--- config.mk ---
export PLATFORM = sky130hd
export DESIGN_NAME = seq_imul
export DESIGN_NICKNAME = d
export VERILOG_FILES = /design/src/rtl/seq_imul.sv
export SDC_FILE = /design/constraint.sdc
export NUM_CORES = 1
export LEC_CHECK = 0
export ABC_AREA = 1
export CORE_MARGIN = 4
export CORE_UTILIZATION = 40
export DETAILED_ROUTE_END_ITERATION = 8
export PLACE_DENSITY_LB_ADDON = 0.1
export SYNTH_ARGS = -nofsm -noshare
export SYNTH_HDL_FRONTEND = slang
export SYNTH_SLANG_ARGS = --single-unit
--- constraint.sdc ---
create_clock -name Clock -period 5.43 [get_ports Clock]
set_input_delay 0.543 -clock Clock [delete_from_list [all_inputs] [get_ports Clock]]
set_output_delay 0.543 -clock Clock [all_outputs]
set_load 0.01 [all_outputs]
--- src/rtl/seq_imul.sv ---
// Sequential NUM_BITS x NUM_BITS -> 2*NUM_BITS integer multiplier.
// One shared adder row retires BITS_PER_CYCLE multiplier bits per clock. Signed operands are
// converted to magnitudes on acceptance, multiplied unsigned, and the product is negated once
// at the end when exactly one operand was negative.
module seq_imul #(
    parameter int unsigned NUM_BITS       = 16,
    parameter int unsigned BITS_PER_CYCLE = 2
) (
    input  logic                    Clock,
    input  logic                    Reset_n,
    input  logic                    iStart,
    input  logic                    iSigned,
    input  logic [NUM_BITS-1:0]     iA,
    input  logic [NUM_BITS-1:0]     iB,
    output logic                    oBusy,
    output logic                    oDone,
    output logic [2*NUM_BITS-1:0]   oResult
);

    localparam int unsigned W2    = 2 * NUM_BITS;
    localparam int unsigned STEPS = NUM_BITS / BITS_PER_CYCLE;
    localparam int unsigned CNT_W = (STEPS > 1) ? $clog2(STEPS) : 1;

    // Elaboration-time parameter sanity checks.
    if (NUM_BITS < 2) begin : g_bad_width
        $error("seq_imul: NUM_BITS must be at least 2");
    end
    if ((BITS_PER_CYCLE == 0) || (BITS_PER_CYCLE > NUM_BITS) ||
        ((NUM_BITS % BITS_PER_CYCLE) != 0)) begin : g_bad_step
        $error("seq_imul: BITS_PER_CYCLE must be non-zero and divide NUM_BITS");
    end

    localparam logic [1:0] StIdle = 2'd0;
    localparam logic [1:0] StCalc = 2'd1;
    localparam logic [1:0] StDone = 2'd2;

    logic [1:0]          state_q,  state_d;
    logic [NUM_BITS-1:0] mcand_q,  mcand_d;
    logic [NUM_BITS-1:0] mplier_q, mplier_d;
    logic [W2-1:0]       acc_q,    acc_d;
    logic [CNT_W-1:0]    cnt_q,    cnt_d;
    logic                neg_q,    neg_d;
    logic [W2-1:0]       result_q, result_d;

    // Per-iteration datapath signals.
    logic [W2-1:0]       partial;
    logic [W2-1:0]       sum;
    logic [31:0]         shamt;
    logic                last_step;
    logic                accept;
    logic [NUM_BITS-1:0] a_mag;
    logic [NUM_BITS-1:0] b_mag;

    // Operand magnitudes and the step's shifted partial product.
    always_comb begin
        // -(-2^(N-1)) wraps back to 2^(N-1), which is the correct unsigned magnitude.
        a_mag     = (iSigned && iA[NUM_BITS-1]) ? -iA : iA;
        b_mag     = (iSigned && iB[NUM_BITS-1]) ? -iB : iB;
        shamt     = 32'(cnt_q) * 32'(BITS_PER_CYCLE);
        partial   = (W2'(mcand_q) * W2'(mplier_q[BITS_PER_CYCLE-1:0])) << shamt;
        sum       = acc_q + partial;
        last_step = (cnt_q == CNT_W'(STEPS - 1));
        // A new request is taken in IDLE and also in DONE for back-to-back operation.
        accept    = iStart && ((state_q == StIdle) || (state_q == StDone));
    end

    // Next-state and datapath update.
    always_comb begin
        state_d  = state_q;
        mcand_d  = mcand_q;
        mplier_d = mplier_q;
        acc_d    = acc_q;
        cnt_d    = cnt_q;
        neg_d    = neg_q;
        result_d = result_q;

        unique case (state_q)
            StIdle, StDone: begin
                if (accept) begin
                    mcand_d  = a_mag;
                    mplier_d = b_mag;
                    neg_d    = iSigned && (iA[NUM_BITS-1] ^ iB[NUM_BITS-1]);
                    acc_d    = '0;
                    cnt_d    = '0;
                    state_d  = StCalc;
                end else begin
                    state_d  = StIdle;
                end
            end
            StCalc: begin
                // iStart is deliberately ignored here; operands stay as captured.
                acc_d    = sum;
                mplier_d = mplier_q >> BITS_PER_CYCLE;
                cnt_d    = cnt_q + CNT_W'(1);
                if (last_step) begin
                    result_d = neg_q ? -sum : sum;
                    state_d  = StDone;
                end
            end
            default: begin
                state_d = StIdle;
            end
        endcase
    end

    // State registers; reset abandons any in-flight operation.
    always_ff @(posedge Clock or negedge Reset_n) begin
        if (!Reset_n) begin
            state_q  <= StIdle;
            mcand_q  <= '0;
            mplier_q <= '0;
            acc_q    <= '0;
            cnt_q    <= '0;
            neg_q    <= 1'b0;
            result_q <= '0;
        end else begin
            state_q  <= state_d;
            mcand_q  <= mcand_d;
            mplier_q <= mplier_d;
            acc_q    <= acc_d;
            cnt_q    <= cnt_d;
            neg_q    <= neg_d;
            result_q <= result_d;
        end
    end

    assign oBusy   = (state_q == StCalc);
    assign oDone   = (state_q == StDone);
    assign oResult = result_q;

endmodule

======== Word-level counts from Yosys, hierarchy flattened ========
Cells that the tools add are included.
word-level totals
  register bits ........................... 102
  input bits .............................. 36
  output and inout port bits .............. 34
  logic and storage cells ................. 43
cells by class
  multipliers ............................. 1
  add/sub/neg operators ................... 5
  muxes and demuxes ....................... 12
  shifts and indexed selects .............. 1
  bitwise operators ....................... 1
  reduce and logical (&&, ||, !) cells .... 11
  eq/ne operators ......................... 5
operators with widths
  cell                   number
  $mux W32               2
  $pmux W32 S2           1
  $mux W16               3
  $add A32 B32 Y32       1
  $neg A16 Y16           2
  $neg A32 Y32           1
  $pmux W16 S2           1
  $shl A18 B4 Y32        1
  $mul A16 B2 Y18        1
  $pmux W3 S2            1
  $reduce_and A2 Y1      3
  $logic_and A1 B1 Y1    4
  $pmux W2 S2            1
  $add A3 B1 Y3 const B  1
  $eq A3 B3 Y1 const B   1
  $mux W3                1
  $eq A2 B1 Y1 const B   1
  $eq A2 B2 Y1 const B   1
  $logic_not A2 Y1       1
  $mux W2                1
  $ne A2 B1 Y1 const B   1
  $ne A2 B2 Y1 const B   1
  $reduce_bool A2 Y1     1
  $reduce_or A2 Y1       1
  3 further kinds        3

======== Depth between registers and ports, before layout ========
  depth after elaboration ................. 5
  depth in mapped cells ................... 38
  gate-level depth less buffers ........... 37

======== Worst setup path after synthesis ========
No wires, ideal clock.
  path kind ............................... register -> register
  start point ............................. register mplier_q[0]
  end point ............................... register result_q[27], in the netlist oResult[27]
  slack ................................... 1.062 ns
  arrival ................................. 4.251 ns
  stages on the path, launching flop included .. 32
  buffers on the path ..................... 2
  setup time .............................. 0.117 ns
  clock period less this slack ............ 4.368 ns
  required time ........................... 5.313 ns
  path through ............................ dfrtp_1 clkbuf_1 clkbuf_1 nand2_1 inv_1 ha_1 a21oi_1 nor2_1 nor3b_1 nand3_1 a21o_1 or2_2 nand3_1 nand3_1 nand3_1 o21ai_0 ha_1 nand2_1 nor2_1 inv_1 nor3_1 nand2_1 nand2_1 nand2_1 nand2_1 nand2_1 nor2_2 nand2_4 o21bai_4 nand3_1 nand3_1 nand2_1
between the ends
  cells in the longest elaborated chain, start to end .. 5
RTL lines
  element                   RTL line  text
  start: declaration        39        logic [NUM_BITS-1:0] mplier_q, mplier_d;
  start signal: assignment  119       mplier_q <= mplier_d;
  $mul A16 B2 Y18 *         60        partial = (W2'(mcand_q) * W2'(mplier_q[BITS_PER_CYCLE-1:0])) << shamt;
  $shl A18 B4 Y32 *         60
  $add A32 B32 Y32 *        61        sum = acc_q + partial;
  $neg A32 Y32              96        result_d = neg_q ? -sum : sum;
  $mux W32 *                96
  end signal: assignment    123       result_q <= result_d;
  end: declaration          43        logic [W2-1:0] result_q, result_d;
Every way passes the cells marked *; elsewhere a longest branch is shown, timed or not.
A chain may end at the register's enable or synchronous reset.

======== Worst setup path after layout ========
  start point ............................. register mplier_q[1]
  end point ............................... register result_q[30], in the netlist oResult[30]
The elaborated chain is that of the path after synthesis.

==> impl_metrics.yaml <==
global_routing:
  grt_pass1_vias: 8797
  antenna_found_initial: 0
  grt_util_all_layers: 0.218
  grt_pass1_wl_um: 46000
  grt-ovfl-total: 0
  grt_max_degree: 53
setup_path:
  crit_cells: 30
  cpPeakStageDelay_ns: 0.46
  cp_max_fo: 7
  r2r_cells: 30
  path_common_cell: "nand2_1"
  critPathBufInv: 3
  setup.worst_path.class: "reg2reg"
  crit_family: "simple AND/OR/NAND/NOR gates"
  critPathCaptureType: "register"
  cp-start-kind: "register"
  worstPathArrival_ns: 5.20
  slowest_stage: "dfrtp_2"
  required_ns: 5.69
yosys:
  synth-edff-count: 0
  synth-async-reset-ratio: 1.00
  yosys.cell_types.count: 45
  synth-main-ff-cell: "dfrtp_1"
  synth_area_leader_cell: "dfrtp_1"
  syn_inst: 1516
  synth_top_area_frac: 0.271
  syn_avg_cell_area_um2: 6.22
  synthesis.area_um2: 9430
  synthesis.nets: 1605
  synth_seq_cells: 102
  yosysWarnings: 0
  synth_area_leaders: "dfrtp_1 27%, nand2_1 22%, inv_1 8.6%"
  seq_area_frac_synth: 0.271
die:
  core_um2: 22900
  die_h_um: 162
  start_util: 0.411
  ios: 70
  die_w_um: 162
  std_cell_rows: 55
  die_area_um2: 26100
clock_network:
  cts_tree: "built"
  clockBufferDepth: 2
  cts_sinks: 102
  cts_buffers: 9
  htree_levels: 3
  clock_latency_ns: 0.37
  ctsRootBufferMaster: "clkbuf_16"
  cts_hold_buffers: 0
  clk_pin_slew_ns: 0.09
flow_run:
  maxCapViolCount: 0
finish:
  layout_commonest_cell: "nand2_1"
  antenna_cells: 0
  drive_above_1_share: 0.0753
  syn_to_final_growth_pct: 15.5
  nets: 1665
  fillers: 2471
  most-common-layout-cells: "542 x nand2_1, 214 x inv_1, 100 x dfrtp_1"
detailed_routing:
  totalWireLength_um: 28000
  viasPerCell: 4.90
  route.vias.total: 9276
  drc: 0
  dr.pass1.iters: 6
  ant_nets: 0
  wl_per_cell_um: 14.8
  drt_iter0_drc: 675
sta:
  finalHoldViolations: 0
  fin_skew_ns: 0.0156
  clock.fmax_mhz: 202
  fin_crit_sh: 0.910
  worst_pin_slew_ns: 0.915
  slew_violations: 0
  tns_ns: 0
  fin_crit_ns: 4.94
  slew_headroom: 0.390
  rsz0062_at_grt: "false"
  setup_viol_count_final: 0
hold_path:
  hp-class: "in2async"
placed_design:
  place_congestion: 0.901
  place_hpwl_um: 22100
  portBuffers: 69
status:
  run_status: "finished, final reports clean"
==> synthesized netlist by cell type, drive strengths merged, types with 6 or more instances <==
library cell,number
nand3,106
o21ai,111
ha,51
a21o,6
nand2,568
o211ai,8
nor3,21
or2,11
nand4,14
clkbuf,38
nand3b,11
dfrtp,102
o221ai,11
nor2,115
a21oi,38
xnor2,12
inv,221
xor2,41
==> state kept, by name, indices dropped and copies added (netlist names) <==
signal / flops
mcand_q: 16
cnt_q: 3
mplier_q: 16
neg_q: 1
oResult: 32
state_q: 2
acc_q: 32
==> worst register-to-register path: cells and delay by family (launching register included) <==
kind                       cells  cell delay (ns)
and+or+nand+nor               20             2.51
DFF                            1             0.46
adders and majority gates      2             0.73
AOI/OAI and AO/OA              4             0.65
xor gates and xnor gates       1             0.21
buffers and inverters          3             0.27
==> area by class of cell <==
class	count	area (µm²)	share of cell area
Sequential cell	102	2550	0.235
Multi-Input combinational cell	1149	5960	0.547
Inverter	223	837	0.0768
Tap cell	313	392	0.0359
Clock buffer	9	225	0.0207
Timing Repair Buffer	91	853	0.0783
Clock inverter	7	72.6	0.00666
==> stage by stage <==
step / hold WS [ns] / utilization / setup slack (ns) / instances / cell area (µm²)
2_1_floorplan: 0.247 / - / 1.06 / 1516 / 9430
3_3_place_gp: 0.463 / 0.457 / 0.0876 / 1872 / 10500
3_5_place_dp: 0.464 / 0.457 / 0.155 / 1872 / 10500
4_1_cts: 0.256 / 0.470 / 0.119 / 1888 / 10800
5_1_grt: 0.270 / 0.475 / 0.0182 / 1894 / 10900
6_report: 0.213 / 0.475 / 0.490 / 1894 / 10900
==> layer usage <==
metal	track usage	share of wire	vias to the layer above
met5	0	0	-
met4	0.0574	0.021	0
met3	0.0260	0.045	31
met2	0.357	0.45	214
met1	0.305	0.48	4107
li1	-	-	4924
==> final timing paths <==
path | from | slack [ns] | to
worst max-delay path | mplier_q[1] | 0.49 | oResult[30]
max in group asynchronous | Reset_n | 4.03 | mplier_q[0]
worst max register to register | mplier_q[1] | 0.49 | oResult[30]
worst min-delay path | Reset_n | 0.21 | oResult[2]
worst min register to register | oResult[18] | 0.48 | oResult[18]
min in group Clock | oResult[18] | 0.48 | oResult[18]
==> logic make-up after synthesis <==
logic type / Yosys count / share of synthesized area
adders and majority gates: 53 / 0.0719
xor gates and xnor gates: 53 / 0.0492
and+or+nand+nor: 851 / 0.385
AOI/OAI and AO/OA: 190 / 0.115
muxes: 2 / 0.00212
buffers and inverters: 265 / 0.106
DFF: 102 / 0.271
==> timing repair <==
item | in CTS | in global routing
endpoints found under the setup margin | 0 | 19
gates resized for setup | 0 | 27
buffers inserted | 0 | 6
Power is not shown: default switching activity piles up to over one toggle a cycle in this logic, so the estimate is an artifact.
